===== src/rtl/quickq_seq_ctrl.sv =====
// quickq_seq_ctrl: sorted priority queue held in an external single-port BRAM.
// Addresses 0..count-1 always hold keys in ascending unsigned order, so the
// minimum sits at address 0.
//
// Enqueue is an insertion pass that bubbles the larger key towards the tail:
// each visited entry is read, then overwritten with reg_key if reg_key is
// strictly smaller. The key still held at the end is appended at address count.
// Strict compare means equal keys keep their arrival order.
//
// Dequeue reads the head and returns it. It then shifts entries 1..count-1 down
// by one address.
//
// BRAM port signals are decoded combinationally from the state. The BRAM has a
// one-cycle read latency, so the data read in E_RD/D_SRD arrives in
// E_CMP/D_SWR. The write of that same cycle depends on it, so a registered
// strobe would land one cycle late and collide with the next read address.
module quickq_seq_ctrl #(
    parameter int W     = 32,
    parameter int DEPTH = 16,
    parameter int AW    = $clog2(DEPTH) + 1
) (
    input  logic          clk,
    input  logic          rst,
    input  logic          enq_valid,
    input  logic [W-1:0]  enq_data,
    output logic          enq_ready,
    input  logic          deq_req,
    output logic          deq_valid,
    output logic [W-1:0]  deq_data,
    output logic [AW-1:0] bram_addr,
    output logic          bram_we,
    output logic [W-1:0]  bram_wdata,
    input  logic [W-1:0]  bram_rdata,
    output logic [AW-1:0] count,
    output logic          full,
    output logic          empty,
    output logic          busy
);

    typedef enum logic [2:0] {
        IDLE,
        E_RD,
        E_CMP,
        E_TAIL,
        D_RD,
        D_HEAD,
        D_SRD,
        D_SWR
    } state_t;

    localparam logic [AW-1:0] DEPTH_C = AW'(DEPTH);
    localparam logic [AW-1:0] ONE     = AW'(1);

    state_t        state;
    logic [AW-1:0] idx;
    logic [W-1:0]  reg_key;

    logic [AW-1:0] last_idx;
    logic          idx_last;
    logic          swap;

    // Status flags and handshake derived from the stored count and state.
    assign full      = (count == DEPTH_C);
    assign empty     = (count == '0);
    assign busy      = (state != IDLE);
    assign enq_ready = (state == IDLE) && !full && !deq_req;

    // last_idx is only consulted in states reachable with count >= 1.
    assign last_idx = count - ONE;
    assign idx_last = (idx == last_idx);
    assign swap     = (reg_key < bram_rdata);

    // Sequencer: enqueue insertion pass, dequeue head read and shift-down, plus
    // the registered dequeue result.
    always_ff @(posedge clk) begin
        if (rst) begin
            state     <= IDLE;
            count     <= '0;
            idx       <= '0;
            reg_key   <= '0;
            deq_data  <= '0;
            deq_valid <= 1'b0;
        end else begin
            deq_valid <= 1'b0;
            case (state)
                IDLE: begin
                    if (deq_req && !empty) begin
                        state <= D_RD;
                    end else if (enq_valid && enq_ready) begin
                        reg_key <= enq_data;
                        idx     <= '0;
                        state   <= empty ? E_TAIL : E_RD;
                    end
                end

                E_RD: begin
                    state <= E_CMP;
                end

                E_CMP: begin
                    if (swap) begin
                        reg_key <= bram_rdata;
                    end
                    idx   <= idx + ONE;
                    state <= idx_last ? E_TAIL : E_RD;
                end

                E_TAIL: begin
                    if (!full) begin
                        count <= count + ONE;
                    end
                    state <= IDLE;
                end

                D_RD: begin
                    state <= D_HEAD;
                end

                D_HEAD: begin
                    deq_data  <= bram_rdata;
                    deq_valid <= 1'b1;
                    if (count == ONE) begin
                        count <= '0;
                        state <= IDLE;
                    end else begin
                        idx   <= ONE;
                        state <= D_SRD;
                    end
                end

                D_SRD: begin
                    state <= D_SWR;
                end

                D_SWR: begin
                    idx <= idx + ONE;
                    if (idx_last) begin
                        if (!empty) begin
                            count <= count - ONE;
                        end
                        state <= IDLE;
                    end else begin
                        state <= D_SRD;
                    end
                end

                default: begin
                    state <= IDLE;
                end
            endcase
        end
    end

    // BRAM port decode. An asserted reset forces the port quiet so that an
    // aborted sequence never issues one more write.
    always_comb begin
        bram_addr  = '0;
        bram_we    = 1'b0;
        bram_wdata = '0;
        if (!rst) begin
            case (state)
                E_RD: begin
                    bram_addr = idx;
                end
                E_CMP: begin
                    bram_addr  = idx;
                    bram_we    = swap;
                    bram_wdata = reg_key;
                end
                E_TAIL: begin
                    bram_addr  = count;
                    bram_we    = 1'b1;
                    bram_wdata = reg_key;
                end
                D_SRD: begin
                    bram_addr = idx;
                end
                D_SWR: begin
                    bram_addr  = idx - ONE;
                    bram_we    = 1'b1;
                    bram_wdata = bram_rdata;
                end
                default: begin
                    bram_addr = '0;
                end
            endcase
        end
    end

endmodule


===== config.mk =====
export PLATFORM = sky130hd
export DESIGN_NAME = quickq_seq_ctrl
export DESIGN_NICKNAME = d
export VERILOG_FILES = /design/src/rtl/quickq_seq_ctrl.sv
export SDC_FILE = /design/constraint.sdc
export NUM_CORES = 1
export LEC_CHECK = 0
export ABC_CLOCK_PERIOD_IN_PS = 2600
export CAP_MARGIN = 20
export CORE_UTILIZATION = 49
export DETAILED_ROUTE_END_ITERATION = 10
export PLACE_DENSITY_LB_ADDON = 0.1
export SETUP_SLACK_MARGIN = 0.05
export SYNTH_ARGS = -nofsm -noshare
export SYNTH_HDL_FRONTEND = slang
export SYNTH_SLANG_ARGS = --single-unit

===== constraint.sdc =====
create_clock -name clk -period 2.6 [get_ports clk]
set_input_delay 0.39 -clock clk [delete_from_list [all_inputs] [get_ports clk]]
set_output_delay 0.39 -clock clk [all_outputs]
set_load 0.05 [all_outputs]

==> flow_summary.ini <==
[run_status]
run_status = finished with violations
failed_checks = setup timing

[clocking]
htree_levels = 3
clock_path_buffers = 2
total_clock_buffers_created_by_cts = 9
clkTransAtPathRegs_ps = 90
tritoncts_num_sinks = 78
worstSkewPairLatency_ps = 370
clk_root_buffer_cell = sky130_fd_sc_hd__clkbuf_8
post_cts_hold_buffer_count = 0
cts_tree = yes

[floorplan]
design.core.area_um2 = 10400
die_height_um = 106
dieWidth_um = 106
rows = 37
ioPinCount = 148
floorplan.die_area_um2 = 11200
initial_utilization_pct = 50.9

[synthesis]
synth_top_area_share_pct = 29.4
yosysTopAreaCell = sky130_fd_sc_hd__dfxtp_1
synthArstFlopShare_pct = 0
ys.warnings.count = 0
post_synth_most_frequent_cells = 90 x sky130_fd_sc_hd__nand2_1, 85 x sky130_fd_sc_hd__nor2_1, 78 x sky130_fd_sc_hd__dfxtp_1, 61 x sky130_fd_sc_hd__a21oi_1, 40 x sky130_fd_sc_hd__clkbuf_1
postSynthNetCount = 794
netlist-cell-type-count = 60
avg_synthesized_cell_area_um2 = 7.69
yosys_most_used_dff = sky130_fd_sc_hd__dfxtp_1
yosys_register_bits = 78
edff_count_synth = 0
ys_seq_area_share_pct = 29.4
syn-cell-area_um2 = 5310
yosysMostFrequentCell = sky130_fd_sc_hd__nand2_1
post_synth_inst_count = 690
synth.area.top_cells = sky130_fd_sc_hd__dfxtp_1 29%, sky130_fd_sc_hd__ha_1 8.5%, sky130_fd_sc_hd__nand2_1 6.4%, sky130_fd_sc_hd__nor2_1 6.0%, sky130_fd_sc_hd__a21oi_1 5.8%

[setup_path]
reg2reg_from = reg_key[20]$_SDFFE_PP0P_
critical_path.max_fanout = 2
critPathLaunch = reg_key[2]$_SDFFE_PP0P_
timing.critical_path.from_type = flop
worst_path_arrival_time_ps = 2300
worst-setup-path-type = flop to output port
critPathMaxStageDelay_ps = 370
critical_path.cell_chain = ha_4 -> a211o_1 -> a31oi_4 -> o221ai_4 -> a211oi_4 -> o21ai_2 -> a21oi_4 -> buf_12
worstPathRequired_ps = 2210
crit_slowest_cell = sky130_fd_sc_hd__dfxtp_2
ff2ff_setup_slack_ps = 50
timing.critical_path.buf_inv = 1
timing.critical_path.max_delay_family = compound AO/OA/AOI/OAI gates
setup.worst_path.end_class = output port

[sta]
fin_ws_ps = -91.4
fin_setup_tns_ps = -91.4
finalHoldViolations = 0
slew_violations = 0
layout_min_cycle_time_ps = 2690
timing.slew.headroom_pct = 54.6
timing.clock.skew_ps = 11.6
fmax_mhz = 372
fin_crit_sh_pct = 104
tightest_slew_ps = 681
timing.hold.ws_ps = 288
setup-violations-final = 1
rsz_0062_raised_after_global_routing = yes

[placed_design]
dpl_worst_slack_ps = -590
gpl.final_weighted_congestion = 0.869
io_buffer_count = 147
sum_of_net_half_perimeters_after_detailed_placement_mm = 11.3

[power_and_ir_drop]
peakVddDrop_mv = 0.718
power-per-cell-area_nw_per_um2 = 777
static-leakage-power_uw = 0.00350

[detailed_routing]
drt-initial-drc-count = 484
drt-wirelength-per-cell_um = 18.4
postRouteAntennaNets = 0
routed-via-count = 5990
drcViolationCount = 0
drt_pre_antenna_iters = 7
postRouteWirelength_mm = 18.8
via_per_inst = 5.86

[global_route]
grt_antenna_before_repair = 1
grt_max_degree = 65
grtUsageTotal_pct = 32.4
grt_pass1_wl_mm = 29.2
first_global_vias = 5920
grt_remaining_overflow = 0

[cells_and_area]
finish.net_count = 984
filler_cell_count = 641
drive_gt1_share_pct = 30.6
area_added_between_synthesis_and_finish_pct = 62.2

[hold_path]
hold_path_class = primary input to flop
hold_path.startpoint = bram_rdata[1]

[flow_run]
cap_viol_max_count = 0
==> what timing repair did <==
action                     4_1_cts  5_1_grt
gates resized for setup         85       46
pin swaps                       25       22
cloned                           3        1
setup buffers                   14        4
setup endpoints to repair       35       35
==> state kept, by name, summed over array words and instances (netlist names) <==
name	flops
deq_data	32
reg_key	32
count	5
idx	5
state	3
deq_valid	1
==> routing by layer <==
layer  GRT usage (%)  up-vias  share of wire, %
met5               0        -                 0
met4            13.2        0               3.2
met3            7.17       58               7.4
met2            56.4      277                50
met1            38.5     2850                40
li1                -     2805                 -
==> cell families after synthesis <==
kind of cell,share of synthesized area (%)
AND/OR/NAND/NOR,22.7
AO/OA/AOI/OAI,23.4
buffers and inverters,7.38
flip-flops,29.4
multiplexers,7.57
adder cells (fa/ha/maj),8.49
XOR/XNOR,0.991
==> power by group <==
group / internal [µW] / total, µW / switching (µW) / leakage (µW)
Combinational: 1790 / 3810 / 2020 / 0.00273
Clock: 643 / 1160 / 520 / 0.000124
Sequential: 1460 / 1710 / 252 / 0.000641
==> tightest hold or removal path: cells and delay by family <==
family,cells,cell delay [ps]
compound gates,1,50
buf+inv,1,110
simple gates,1,60
==> path summary, 6_finish.rpt <==
path                                                  to  cells past startpoint
worst max-delay path                             bram_we                      8
worst min-delay path            deq_data[1]$_SDFFE_PP0P_                      3
worst min register to register  deq_data[4]$_SDFFE_PP0P_                      2
worst max register to register  reg_key[17]$_SDFFE_PP0P_                     13
==> metrics by stage <==
| step | power [µW] | area [µm²] | std cells | util, % |
|---|---|---|---|---|
| finish | 6680 | 8610 | 1022 | 82.6 |
| global route | 6980 | 8610 | 1022 | 82.6 |
| CTS | 6330 | 8390 | 1016 | 80.6 |
| detailed placement | 4690 | 7730 | 984 | 74.2 |
| global placement | 4580 | 7730 | 984 | 74.2 |
| floorplan | 3710 | 5450 | 690 | - |
==> final cells by class <==
class	instances	area, µm²	area share [%]
Inverter	38	148	1.72
Antenna cell	1	2.50	0.0291
Tap cell	136	170	1.98
Timing Repair Buffer	238	2610	30.3
Clock inverter	7	121	1.41
Multi-Input combinational cell	515	3840	44.6
Sequential cell	78	1590	18.5
Clock buffer	9	124	1.44
==> cells in the final DEF, fill, tap and decap left out, types with 4 or more instances in the layout <==
master / n
sky130_fd_sc_hd__nand3_1: 8
sky130_fd_sc_hd__clkbuf_8: 9
sky130_fd_sc_hd__inv_1: 21
sky130_fd_sc_hd__nand4_1: 5
sky130_fd_sc_hd__dfxtp_2: 8
sky130_fd_sc_hd__nor2_1: 82
sky130_fd_sc_hd__nor2b_1: 36
sky130_fd_sc_hd__xnor2_1: 4
sky130_fd_sc_hd__dlygate4sd2_1: 18
sky130_fd_sc_hd__a211oi_1: 34
sky130_fd_sc_hd__a21oi_2: 8
sky130_fd_sc_hd__ha_4: 15
sky130_fd_sc_hd__nand2_1: 88
sky130_fd_sc_hd__o21ai_0: 5
sky130_fd_sc_hd__nand2b_1: 6
sky130_fd_sc_hd__dfxtp_4: 5
sky130_fd_sc_hd__inv_2: 15
sky130_fd_sc_hd__ha_1: 19
sky130_fd_sc_hd__buf_4: 87
sky130_fd_sc_hd__mux2_4: 29
sky130_fd_sc_hd__clkdlybuf4s50_1: 79
sky130_fd_sc_hd__dfxtp_1: 65
sky130_fd_sc_hd__a22oi_1: 34
sky130_fd_sc_hd__dlymetal6s2s_1: 6
sky130_fd_sc_hd__a21oi_1: 51
sky130_fd_sc_hd__buf_12: 40
sky130_fd_sc_hd__nor3_1: 4
No activity file was read; power rests on OpenSTA's default activity.
==> RTL edit 1: new RTL, same flow settings <==
Re-encode `state_t` (8 states) as one-hot, 8 bits wide.
--- a/src/rtl/quickq_seq_ctrl.sv
+++ b/src/rtl/quickq_seq_ctrl.sv
@@ -37,15 +37,15 @@
     output logic          busy
 );
 
-    typedef enum logic [2:0] {
-        IDLE,
-        E_RD,
-        E_CMP,
-        E_TAIL,
-        D_RD,
-        D_HEAD,
-        D_SRD,
-        D_SWR
+    typedef enum logic [7:0] {
+        IDLE   = 8'b00000001,
+        E_RD   = 8'b00000010,
+        E_CMP  = 8'b00000100,
+        E_TAIL = 8'b00001000,
+        D_RD   = 8'b00010000,
+        D_HEAD = 8'b00100000,
+        D_SRD  = 8'b01000000,
+        D_SWR  = 8'b10000000
     } state_t;
 
     localparam logic [AW-1:0] DEPTH_C = AW'(DEPTH);
Behaviour: no difference found for any inputs over 10 cycles, from zero or initial values and one cycle with rst high; not proved beyond that.
==> RTL edit 1 against the original RTL <==
The run still ends with negative setup slack left; wire length is 2.6% higher; setup slack better by 0.056 ns; final area rose by 5.2%; area after synthesis increased by 6.2%; largest cell class unchanged; sequential cell count up 5; critical path type unchanged.
Power is not compared: it rests on default switching activity, and its combinational part moved more than twofold at a synthesized area within 25%.
==> RTL edit 1: results (changes against the original RTL) <==
| Metric | Value |
|---|---|
| Crit Path Max Fanout | `11 (+9)` |
| Data arrival time of the critical path | `2.25 ns (-0.05 ns)` |
| Sequential fraction of the synthesis area | `29.5% (+0.071 points)` |
| Worst setup slack after layout | `-0.0350 ns (+0.0564 ns)` |
| Post-Layout Cell Count | `1063 (+4.0%)` |
| Clock transition time at the flip-flop clock pins of the worst setup and hold paths | `0.06 ns (-0.03 ns)` |
| Placed cell area | `0.00820 mm2 (+6.1%)` |
| Combined global-route utilization of all metal layers | `31.1% (-1.3 points)` |
| First element of the critical path | `state[0]` |
| Ratio of cells with drive above 1 in the final layout | `30.8% (+0.21 points)` |
| Fraction of power spent switching nets | `between 30% and 40%` |
| Final clock skew | `0.00423 ns (-0.00732 ns)` |
| Post-place setup slack | `-0.383 ns (+0.207 ns)` |
| Drt wl/cell | `18.1 um (-1.3%)` |
| Proportion of synthesized flip-flops having asynchronous set or reset | `0% (unchanged)` |
| DP HPWL | `12.6 mm (+11%)` |
| Synthesized netlist net count | `841 (+5.9%)` |
| First-pass GRT wire length | `28.8 mm (-1.2%)` |
| Max-slew headroom at the worst pin | `62.7% (+8.0 points)` |
| Clock Root Buffer | `sky130_fd_sc_hd__clkbuf_16` |
| Final weighted congestion in routability-driven placement | `0.868 (-0.12%)` |
| Pin count of the biggest net entering global routing | `53 (-18%)` |
| Regs by FF count | `deq_data: 32 flops, reg_key: 32 flops, state: 8 flops` |
| Most frequent cells after synthesis | `sky130_fd_sc_hd__nand2_1 (152), sky130_fd_sc_hd__a21oi_1 (89), sky130_fd_sc_hd__dfxtp_1 (83)` |
| 1st-pass router iterations | `5 (-2)` |
| Total of fill cells in the finished design | `694 (+8.3%)` |
| # placed instances | `1029 (+4.6%)` |
| Setup-failing EPs final | `12 (+11)` |
| Number of vias per cell after detailed routing | `5.83 (-0.57%)` |
| Violations in the final reports | `negative setup slack` |
| Number of library cell types mapped by synthesis | `61 (+1.7%)` |
| Initial antenna violation count | `0 (-1)` |
| Leading post-synthesis cells by cell area | `sky130_fd_sc_hd__dfxtp_1 (30%), sky130_fd_sc_hd__nand2_1 (10%), sky130_fd_sc_hd__ha_1 (8.2%)` |
| Startpoint of the lowest-slack hold path | `bram_rdata[11]` |
| Vias in the first global route | `6038 (+2.0%)` |
| Source-to-sink clock delay at the later pin of the worst-skew pair | `0.35 ns (-0.02 ns)` |
| Total Neg Setup Slack | `-0.215 ns (-0.124 ns)` |
| Result of the run | `finished, violations left` |
| Synthesized instance count | `736 (+6.7%)` |
| Iteration-0 DRC count of the detailed router | `497 (+2.7%)` |
## RTL edit 1: cell types whose count changed after synthesis, sizes merged, moves of 5 or more
cell,change
nand2,+62
a211oi,-31
a21oi,+28
nor2,-23
o21ai,+6
dfxtp,+5
## RTL edit 1: layout make-up
class	count	area, um2	share of cell area (%)
antenna	2	5.00	0.0553
clock buffer	13	280	3.09
clock inverter	3	18.8	0.207
inverter	38	143	1.58
multi-input combinational	560	4200	46.4
sequential	83	1680	18.5
tap	140	175	1.93
timing repair buffer	224	2560	28.2
## RTL edit 1: what timing repair did
action / 4_1_cts / 5_1_grt
resized for setup: 74 / 48
buffers inserted: 5 / 6
pin swaps: 28 / 32
hold buffers: 0 / 0
setup endpoints to repair: 73 / 72
cloned: 0 / 6
endpoints found under the hold margin: 0 / 0
## RTL edit 1: cells by family (layout without fill, tap and decap cells)
group	Yosys count	after routing	synth area share (%)
DFF	83	83	29.5
and+or+nand+nor	307	307	25.7
other	0	2	0
adders and majority gates	37	37	8.22
xor gates and xnor gates	11	11	1.96
buffers and inverters	93	278	7.04
muxes	32	32	8.40
AOI/OAI and AO/OA	173	173	19.2
## RTL edit 1: per-layer routing
metal  track usage (%)  part of all wire (%)
met1              36.4                    41
met2              54.0                    50
met3              6.10                   5.7
met4              15.5                   3.0
met5                 0                     0
## RTL edit 1: critical path, cell delays in order (launching register included)
cell                        delay [ns]
sky130_fd_sc_hd__dfxtp_2          0.33
sky130_fd_sc_hd__nor4_4           0.33
sky130_fd_sc_hd__buf_4            0.19
sky130_fd_sc_hd__nand4b_4         0.12
sky130_fd_sc_hd__buf_4            0.18
sky130_fd_sc_hd__nand2b_4         0.15
sky130_fd_sc_hd__clkbuf_16        0.21
sky130_fd_sc_hd__a22oi_1          0.11
sky130_fd_sc_hd__nor2_4           0.13
sky130_fd_sc_hd__buf_12           0.14
## RTL edit 1: path summary, 6_finish.rpt
kind                                        to  slack, ns
worst max-delay path            bram_wdata[17]      -0.04
worst max register to register      reg_key[1]       0.13
worst min register to register    deq_data[22]       0.45
worst min-delay path              deq_data[11]       0.42
## RTL edit 1: power groups by stage
stage | combinational [uW] | clock (uW) | sequential [uW]
3_5_place_dp | 1350 | 0 | 1490
3_3_place_gp | 1310 | 0 | 1480
2_1_floorplan | 897 | 0 | 1450
6_report | 1590 | 1300 | 1490
5_1_grt | 1690 | 1350 | 1500
4_1_cts | 1430 | 1300 | 1470
==> RTL edit 2: new RTL, same flow settings <==
Without the edit above. Set the parameter `DEPTH` to 32 (it was 16).
--- a/src/rtl/quickq_seq_ctrl.sv
+++ b/src/rtl/quickq_seq_ctrl.sv
@@ -16,7 +16,7 @@
 // strobe would land one cycle late and collide with the next read address.
 module quickq_seq_ctrl #(
     parameter int W     = 32,
-    parameter int DEPTH = 16,
+    parameter int DEPTH = 32,
     parameter int AW    = $clog2(DEPTH) + 1
 ) (
     input  logic          clk,
Interface: changed (resized bram_addr and count); port bits go from 148 to 150. No check against the original RTL was run, so the function may have changed too.
==> RTL edit 2 against the original RTL <==
The run still ends with negative setup slack left; core utilization shrank 5.8 points; final area down 2.7%; register-to-register slack improved by 0.10 ns; wire length shrank 8.7%; die area up 3.8%; highest routed layer unchanged; area after synthesis is 3.9% higher; setup slack worse by 0.11 ns; sequential cell count rose by 2; count of clock-buffer cells in the layout rose by 3.
Power is not compared: it rests on default switching activity, and its combinational part moved more than twofold at a synthesized area within 25%.
==> RTL edit 2: results (changes against the original RTL) <==
| Metric | Value |
|---|---|
| Result of the run | `finished, violations left` |
| Violations in the final reports | `negative setup slack` |
| Leading post-synthesis cells by cell area | `sky130_fd_sc_hd__dfxtp_1 (29%), sky130_fd_sc_hd__nand2_1 (11%), sky130_fd_sc_hd__ha_1 (8.4%)` |
| Number of library cell types mapped by synthesis | `55 (-8.3%)` |
| Reg2reg setup slack | `0.15 ns (+0.10 ns)` |
| Post-Route M1 WL | `7.13 mm (-4.1%)` |
| Drt wl/cell | `16.5 um (-11%)` |
| Iteration-0 DRC count of the detailed router | `367 (-24%)` |
| Worst path slowest cell | `sky130_fd_sc_hd__a2111oi_2` |
| Post-route worst hold slack | `0.438 ns (+0.150 ns)` |
| Ratio of cells with drive above 1 in the final layout | `24.0% (-6.6 points)` |
| Met3 usage | `8.08% (+0.90 points)` |
| Synthesized netlist net count | `831 (+4.7%)` |
| Final weighted congestion in routability-driven placement | `0.911 (+4.8%)` |
| Worst setup slack after layout | `-0.199 ns (-0.108 ns)` |
| Post-Synthesis Mean Instance Area | `7.59 um2 (-1.3%)` |
| 1st-pass router iterations | `5 (-2)` |
| Global-route met2 utilization | `51.8% (-4.6 points)` |
| Antenna diode count | `0 (-1)` |
| GR Util met1 | `35.4% (-3.0 points)` |
| Total Neg Setup Slack | `-0.199 ns (-0.108 ns)` |
| Placed cell area | `0.00792 mm2 (+2.5%)` |
| Net count reported at finish | `1003 (+1.9%)` |
| Total of fill cells in the finished design | `777 (+21%)` |
| Post-place setup slack | `-0.562 ns (+0.0279 ns)` |
| Setup-failing EPs final | `1 (unchanged)` |
| Combined global-route utilization of all metal layers | `29.9% (-2.5 points)` |
| Measured slew at the worst slew-check pin | `0.641 ns (-0.0398 ns)` |
| Number of vias per cell after detailed routing | `5.66 (-3.5%)` |
| Final clock skew | `0.0142 ns (+0.00268 ns)` |
| # placed instances | `1021 (+3.8%)` |
## RTL edit 2: area by class of cell
type | count | area (um2) | area share [%]
tap | 140 | 175 | 2.09
inverter | 38 | 146 | 1.75
clock inverter | 4 | 50.0 | 0.598
timing repair buffer | 218 | 2450 | 29.3
clock buffer | 12 | 165 | 1.97
sequential | 80 | 1630 | 19.4
multi-input combinational | 551 | 3750 | 44.8
## RTL edit 2: worst paths after layout
path	from	end	depth (start not counted)
hold reg to reg	deq_data[15]	deq_data[15]	2
setup / recovery	reg_key[2]	bram_we	9
setup reg to reg	count[2]	count[2]	6
hold / removal	bram_rdata[30]	deq_data[30]	3
## RTL edit 2: cells by family after synthesis
kind of cell	count (synthesis)	synth area share [%]
flip-flops	80	29.1
buffers and inverters	95	7.29
multiplexers	70	13.4
adder cells (fa/ha/maj)	37	8.40
AND/OR/NAND/NOR	275	20.8
AO/OA/AOI/OAI	158	19.2
XOR/XNOR	11	1.75
